--- src/rtl/cache_config.sv ---
// Shared cache geometry and refill FSM state encoding.
package cache_config;

  localparam int unsigned CACHE_ADDR_SIZE  = 32;
  localparam int unsigned CACHE_DATA_SIZE  = 32;
  localparam int unsigned CACHE_BLOCK_SIZE = 16;

  localparam int unsigned WORDS_PER_BLOCK = (CACHE_BLOCK_SIZE * 8) / CACHE_DATA_SIZE;
  localparam int unsigned LINE_BITS       = CACHE_BLOCK_SIZE * 8;
  localparam int unsigned OFFSET_BITS     = $clog2(CACHE_BLOCK_SIZE);

  typedef enum logic [1:0] {
    IDLE = 2'd0,
    WB   = 2'd1,
    RD   = 2'd2,
    DONE = 2'd3
  } refill_state_e;

endpackage

--- src/rtl/cache_refill_ctrl.sv ---
// Line refill controller: optional write-back of a dirty victim, then a
// word-by-word read of the missing line, then a one-cycle fill pulse.
module cache_refill_ctrl
  import cache_config::*;
#(
  parameter int unsigned ADDR_SIZE  = CACHE_ADDR_SIZE,
  parameter int unsigned DATA_SIZE  = CACHE_DATA_SIZE,
  parameter int unsigned BLOCK_SIZE = CACHE_BLOCK_SIZE
) (
  input  logic                    clk,
  input  logic                    rst,
  input  logic                    miss_valid,
  output logic                    miss_ready,
  input  logic [ADDR_SIZE-1:0]    miss_addr,
  input  logic                    wb_dirty,
  input  logic [ADDR_SIZE-1:0]    wb_addr,
  input  logic [BLOCK_SIZE*8-1:0] wb_line,
  output logic                    mem_req,
  output logic                    mem_we,
  output logic [ADDR_SIZE-1:0]    mem_addr,
  output logic [DATA_SIZE-1:0]    mem_wdata,
  input  logic                    mem_ack,
  input  logic [DATA_SIZE-1:0]    mem_rdata,
  output logic                    fill_valid,
  output logic [ADDR_SIZE-1:0]    fill_addr,
  output logic [BLOCK_SIZE*8-1:0] fill_line
);

  localparam int unsigned NWORDS = (BLOCK_SIZE * 8) / DATA_SIZE;
  localparam int unsigned LBITS  = BLOCK_SIZE * 8;
  localparam int unsigned OFFB   = $clog2(BLOCK_SIZE);
  localparam int unsigned WORDB  = $clog2(DATA_SIZE / 8);
  localparam int unsigned BEATB  = $clog2(NWORDS);
  localparam logic [ADDR_SIZE-1:0] OFF_MASK  = ADDR_SIZE'((64'd1 << OFFB) - 64'd1);
  localparam logic [BEATB-1:0]     LAST_BEAT = BEATB'(NWORDS - 1);

  refill_state_e        state_q, state_d;
  logic [BEATB-1:0]     beat_q, beat_d;
  logic [ADDR_SIZE-1:0] miss_base_q, miss_base_d;
  logic [ADDR_SIZE-1:0] wb_base_q, wb_base_d;
  logic [LBITS-1:0]     wbuf_q, wbuf_d;
  logic [LBITS-1:0]     line_q, line_d;
  logic [ADDR_SIZE-1:0] beat_off_s;

  // Bases have their offset bits cleared, so OR-ing in the beat offset
  // can never carry into the tag.
  assign beat_off_s = ADDR_SIZE'(beat_q) << WORDB;

  // Next-state, beat counter and line-buffer update.
  always_comb begin
    state_d     = state_q;
    beat_d      = beat_q;
    miss_base_d = miss_base_q;
    wb_base_d   = wb_base_q;
    wbuf_d      = wbuf_q;
    line_d      = line_q;
    case (state_q)
      IDLE: begin
        if (miss_valid) begin
          miss_base_d = miss_addr & ~OFF_MASK;
          wb_base_d   = wb_addr & ~OFF_MASK;
          wbuf_d      = wb_line;
          line_d      = '0;
          beat_d      = '0;
          state_d     = wb_dirty ? WB : RD;
        end else begin
          state_d = IDLE;
        end
      end
      WB: begin
        if (mem_ack) begin
          if (beat_q == LAST_BEAT) begin
            beat_d  = '0;
            state_d = RD;
          end else begin
            beat_d = beat_q + BEATB'(1);
          end
        end else begin
          beat_d = beat_q;
        end
      end
      RD: begin
        if (mem_ack) begin
          line_d[int'(beat_q)*DATA_SIZE +: DATA_SIZE] = mem_rdata;
          beat_d = beat_q + BEATB'(1);
          if (beat_q == LAST_BEAT) begin
            state_d = DONE;
          end else begin
            state_d = RD;
          end
        end else begin
          beat_d = beat_q;
        end
      end
      DONE:    state_d = IDLE;
      default: state_d = IDLE;
    endcase
  end

  // State and datapath registers; reset discards any partial transfer.
  always_ff @(posedge clk) begin
    if (rst) begin
      state_q     <= IDLE;
      beat_q      <= '0;
      miss_base_q <= '0;
      wb_base_q   <= '0;
      wbuf_q      <= '0;
      line_q      <= '0;
    end else begin
      state_q     <= state_d;
      beat_q      <= beat_d;
      miss_base_q <= miss_base_d;
      wb_base_q   <= wb_base_d;
      wbuf_q      <= wbuf_d;
      line_q      <= line_d;
    end
  end

  // Output decode from registered state only.
  always_comb begin
    miss_ready = 1'b0;
    mem_req    = 1'b0;
    mem_we     = 1'b0;
    mem_addr   = '0;
    mem_wdata  = '0;
    fill_valid = 1'b0;
    fill_addr  = '0;
    fill_line  = '0;
    case (state_q)
      IDLE: miss_ready = 1'b1;
      WB: begin
        mem_req   = 1'b1;
        mem_we    = 1'b1;
        mem_addr  = wb_base_q | beat_off_s;
        mem_wdata = wbuf_q[int'(beat_q)*DATA_SIZE +: DATA_SIZE];
      end
      RD: begin
        mem_req  = 1'b1;
        mem_addr = miss_base_q | beat_off_s;
      end
      DONE: begin
        fill_valid = 1'b1;
        fill_addr  = miss_base_q;
        fill_line  = line_q;
      end
      default: miss_ready = 1'b0;
    endcase
  end

endmodule

--- config.mk ---
export PLATFORM = sky130hd
export DESIGN_NAME = cache_refill_ctrl
export DESIGN_NICKNAME = d
export VERILOG_FILES = /design/src/rtl/cache_config.sv /design/src/rtl/cache_refill_ctrl.sv
export SDC_FILE = /design/constraint.sdc
export NUM_CORES = 1
export LEC_CHECK = 0
export BUFFER_PORTS_ARGS = -buffer_cell sky130_fd_sc_hd__buf_4
export CAP_MARGIN = 25
export CORE_MARGIN = 4
export CORE_UTILIZATION = 52
export CTS_CLUSTER_DIAMETER = 100
export DETAILED_ROUTE_END_ITERATION = 8
export MAX_ROUTING_LAYER = met4
export PLACE_DENSITY = 0.92
export SYNTH_ARGS = -nofsm -noshare
export SYNTH_HDL_FRONTEND = slang
export SYNTH_SLANG_ARGS = --single-unit
--- constraint.sdc ---
create_clock -name clk -period 2.33 [get_ports clk]
set_input_delay 0.466 -clock clk [delete_from_list [all_inputs] [get_ports clk]]
set_output_delay 0.466 -clock clk [all_outputs]
set_load 0.005 [all_outputs]
After elaboration in Yosys (flattened, before gate mapping). Cells that the tools add are included.

Add/subtract/negate cells: 2. Eq/ne operators: 8. Shifts and indexed selects: 3. Muxes and demuxes: 24. Bitwise operators: 2. Reductions and logical operators: 8.

Operators by type and width (number): $mux W128 (3); $pmux W128 S2 (1); $bwmux W128 (1); $shift A32 B34 Y128 const A (1); $shiftx A128 B8 Y32 (1); $shiftx A32 B34 Y128 (1); $mux W32 (2); $or A32 B4 Y32 (2); $pmux W32 S2 (1); $neg A7 Y34 (1); $mux W2 (9); $ne A2 B2 Y1 const B (4); $pmux W2 S4 (1); $eq A2 B2 Y1 const B (3); $pmux W2 S3 (1); $reduce_and A3 Y1 (2); $mux W1 (5); $reduce_and A4 Y1 (1); $reduce_bool A3 Y1 (1); $add A2 B1 Y2 const B (1); $eq A2 B1 Y1 const B (1); $logic_not A2 Y1 (1); $reduce_and A2 Y1 (1); $reduce_bool A2 Y1 (1); $reduce_or A2 Y1 (1).

Register bits: 316. Input bits: 229. Word-level logic and storage cells: 53.

Longest topological paths before layout.
Depth in word-level cells: 5. Mapped depth: 9. Mapped depth without buffers: 5.

Worst setup path before layout. No wires, ideal clock.

Path type: reg2reg. Start point: register beat_q[1]. End point: register line_q[10]. Library setup time: 0.070 ns. Data arrival time: 1.910 ns. Data required time: 2.260 ns. Setup slack: 0.350 ns. Stages on the path, launching flop included: 10. Path buffers: 4. Period minus slack after synthesis: 1.980 ns. Path through: dfxtp_1 -> buf_2 -> buf_2 -> inv_1 -> ha_1 -> nor4bb_1 -> buf_2 -> buf_2 -> nand4_1 -> a21oi_1.

Word-level cells in the longest chain between the ends: 5. Elaborated cells between the ends (all ways): 6. Those cells by class: 1 x add/sub; 2 x shift; 3 x mux.

RTL lines: from (decl) (line cache_refill_ctrl.sv:38) `logic [BEATB-1:0] beat_q, beat_d;`; from (signal assigned) (line cache_refill_ctrl.sv:111) `beat_q <= beat_d;`; $neg A7 Y34 (*) (line cache_refill_ctrl.sv:84) `line_d[int'(beat_q)*DATA_SIZE +: DATA_SIZE] = mem_rdata;`; $shiftx A32 B34 Y128 / $shift A32 B34 Y128 (equally long branches) (line cache_refill_ctrl.sv:84); $bwmux W128 (*) (line cache_refill_ctrl.sv:84); $mux W128 (*) (line cache_refill_ctrl.sv:83) `if (mem_ack) begin`; $pmux W128 S2 (*) (line cache_refill_ctrl.sv:57) `case (state_q)`; to (signal assigned) (line cache_refill_ctrl.sv:115) `line_q <= line_d;`; to (decl) (line cache_refill_ctrl.sv:42) `logic [LBITS-1:0] line_q, line_d;`.

Every way passes the cells marked *; elsewhere a longest branch is shown, timed or not. The select of a mux whose other input is x is not followed. A chain may end at the register's enable or synchronous reset.

Final worst setup path.
Start point: register beat_q[0]. End point: output port mem_wdata[15].

Word-level cells in the longest chain between the ends: 2.

RTL lines: $shiftx A128 B8 Y32 (line cache_refill_ctrl.sv:135) `mem_wdata = wbuf_q[int'(beat_q)*DATA_SIZE +: DATA_SIZE];`; $mux W32 (line cache_refill_ctrl.sv:129) `case (state_q)`; to (decl) (line cache_refill_ctrl.sv:21) `output logic [DATA_SIZE-1:0] mem_wdata,`.

Every way passes these cells.

==> flow_metrics.env <==
export IMPL_initial_utilization_pct=53.0
export IMPL_path_depth=5
export IMPL_fmax_mhz=407
export IMPL_ys_types=41
export IMPL_ir_worst_vdd_mv=0.709
export IMPL_hpwl_mm=32.9
export IMPL_synthFlopType="dfxtp_1"
export IMPL_numCtsBuffers=34
export IMPL_finalHoldViolCount=0
export IMPL_hold_class="in -> reg"
export IMPL_clk_pin_slew_worst_paths_ps=60
export IMPL_drv_slew=0
export IMPL_crit_fanout=6
export IMPL_rsz0062_at_grt="yes"
export IMPL_r2r_slack_ps=170
export IMPL_fin_hold_ws_ps=192
export IMPL_fin_nets=2362
export IMPL_clock_path_buffers=3
export IMPL_ys_top_cells_by_count="371 x nand2_1, 316 x dfxtp_1, 281 x a21oi_1"
export IMPL_drv_cap=0
export IMPL_final_core_util_pct=70.5
export IMPL_stdcell_count=2525
export IMPL_die_h_um=177
export IMPL_async_reset_ff_share_pct=0
export IMPL_hold_start="wb_line[24]"
export IMPL_rows=61
export IMPL_pre_cts_ws_ps=117
export IMPL_crit_required_ps=1860
export IMPL_synth_area_top_cells="dfxtp_1 43%, a21oi_1 9.5%, nand2_1 9.4%, and2_1 8.1%, mux4_2 4.9%"
export IMPL_overflow=0
export IMPL_cp_end_kind="primary output"
export IMPL_postSynthAreaPerCell_um2=8.34
export IMPL_fin_setup_tns_ps=-1790
export IMPL_crit_buf_inv=3
export IMPL_fp_dieW_um=177
export IMPL_fin_ws_ps=-126
export IMPL_critPathLaunchType="flop"
export IMPL_outcome="finished, violations left"
export IMPL_finalClockSkew_ps=15.6
export IMPL_grt_max_degree=104
export IMPL_relSlewSlack_pct=52.0
export IMPL_clk_latency_ps=510
export IMPL_max_stage_delay_ps=510
export IMPL_grt_pass1_vias=14600
export IMPL_track_usage_pct=31.4
export IMPL_gp_congestion=0.896
export IMPL_cts_tree="yes"
export IMPL_h_tree_depth=2
export IMPL_cts_sinks=316
export IMPL_rr_startpoint="beat_q[0]"
export IMPL_cts_root_buffer="clkbuf_16"
export IMPL_io_buffers=442
export IMPL_yosysTopAreaCellShare_pct=42.7
export IMPL_min_to="wbuf_q[24]"
export IMPL_fin_crit_sh_pct=105
export IMPL_power_mw=16.9
export IMPL_worstPathArrival_ps=1990
export IMPL_antenna_found_initial=3
export IMPL_die_area_um2=31200
export IMPL_worstPathCellList="buf_12, buf_16, mux4_2, and2_4, buf_6"
export IMPL_min_period_ps=2460
export IMPL_grt_pass1_wl_mm=77.7
export IMPL_wl_per_cell_um=20.5
export IMPL_yosysMostFrequentCell="nand2_1"
export IMPL_ff2ff_path_depth=7
export IMPL_drive_above_1_share_pct=29.7
export IMPL_ant_nets=0
export IMPL_ys_warn_count=0
export IMPL_yosysSeqAreaShare_pct=42.7
export IMPL_drtIter0Drc=1929
export IMPL_fp_coreArea_um2=27900
export IMPL_finalSetupViolations=25
export IMPL_synthCells=1775
export IMPL_crit_slowest_cell="mux4_2"
export IMPL_violations="setup timing"
export IMPL_ios=457
export IMPL_syn_area_um2=14800
export IMPL_worst_pin_slew_ps=720
export IMPL_drc=0
export IMPL_routed_wl_mm=51.7
export IMPL_layout_area_overhead_vs_synth_pct=33.0
export IMPL_path_class="reg -> out"
export IMPL_hold_depth=3
export IMPL_synth_area_leader_cell="dfxtp_1"
export IMPL_vias_per_cell=5.96
export IMPL_place_area_um2=18100
export IMPL_fillCellCount=1947
export IMPL_dp_cells=2453
export IMPL_ys_seq_elements=316
export IMPL_power_density_nw_per_um2=856
export IMPL_worstReg2RegEnd="line_q[45]"
export IMPL_path_delay_family="multiplexers"
export IMPL_vias=15100
export IMPL_drt_pass1_iter_count=6
export IMPL_synth_edf_count=0
export IMPL_design_area_um2=19700
export IMPL_p_leak_nw=8.22
logic make-up after synthesis:
| group | after synthesis | share of synthesized area (%) |
|---|---|---|
| AOI/OAI and AO/OA | 454 | 17.1 |
| adders and majority gates | 10 | 0.845 |
| muxes | 36 | 5.26 |
| and+or+nand+nor | 763 | 26.7 |
| other | 1 | 0.0253 |
| buffers and inverters | 195 | 7.30 |
| DFF | 316 | 42.7 |
cells in the final DEF (no fill, tap or decap), types with 3 or more instances in the layout:
cell         n
buf_4      436
nand2_1    370
dfxtp_1    312
a21oi_1    281
and2_1     159
nand4_1     96
o21ai_0     70
clkbuf_16   35
a22o_1      33
buf_6       33
mux4_2      32
and2_4      32
and3b_1     32
and3_1      32
nor2b_1     29
o21ai_1     27
a22oi_1     25
buf_12      20
clkbuf_1    10
ha_1         6
conb_1       6
clkinv_2     5
inv_1        4
a21bo_2      4
ha_4         4
clkbuf_8     4
buf_16       4
diode_2      3
a22oi_2      3
a21boi_2     3
nand2b_1     3
dfxtp_4      3
worst max path at each step:
stage	start	endpoint	slack (ps)
floorplan	beat_q[1]	line_q[10]	350
global placement	state_q[0]	line_q[93]	200
detailed placement	state_q[0]	line_q[93]	120
CTS	beat_q[0]	mem_wdata[24]	-140
global route	beat_q[0]	mem_wdata[7]	-170
finish	beat_q[0]	mem_wdata[15]	-130
metal layers:
metal | GRT usage [%] | wire, um
met5 | - | 0
met2 | 51.9 | 25000
met3 | 6.41 | 5180
met1 | 36.9 | 18600
met4 | 15.1 | 2950
repair_timing:
action,in CTS,in global routing
hold buffers,0,0
resized for setup,72,22
setup endpoints to repair,168,80
buffers inserted,6,1
cloned,3,2
pin swaps,7,3
state kept, by name, indices dropped and copies added, names as in the netlist:
signal       flops
line_q         128
wbuf_q         128
miss_base_q     28
wb_base_q       28
beat_q           2
state_q          2
worst reg2reg max path, cell delays in order (launching register included):
cell     delay [ps]
dfxtp_4         400
buf_4           210
inv_1           100
ha_1            420
buf_6           370
and3_1          250
nand4_1         110
a21oi_1         220
area by class of cell:
type / count / area, um2 / share of cell area [%]
multi-input cells: 1270 / 7610 / 38.6
flip-flops and latches: 316 / 6340 / 32.2
repair buffers: 495 / 4190 / 21.3
clock buffers: 47 / 930 / 4.72
well taps: 378 / 473 / 2.40
clock inverters: 10 / 119 / 0.603
inverters: 6 / 25.0 / 0.127
diodes: 3 / 7.51 / 0.0381
power breakdown:
group | switching [mW] | total [mW] | internal, mW | leakage [nW]
Combinational | 3.05 | 5.05 | 2.01 | 5.13
Sequential | 0.444 | 6.55 | 6.11 | 2.58
Clock | 2.23 | 5.26 | 3.02 | 0.516
(Power assumes the default switching activity.)
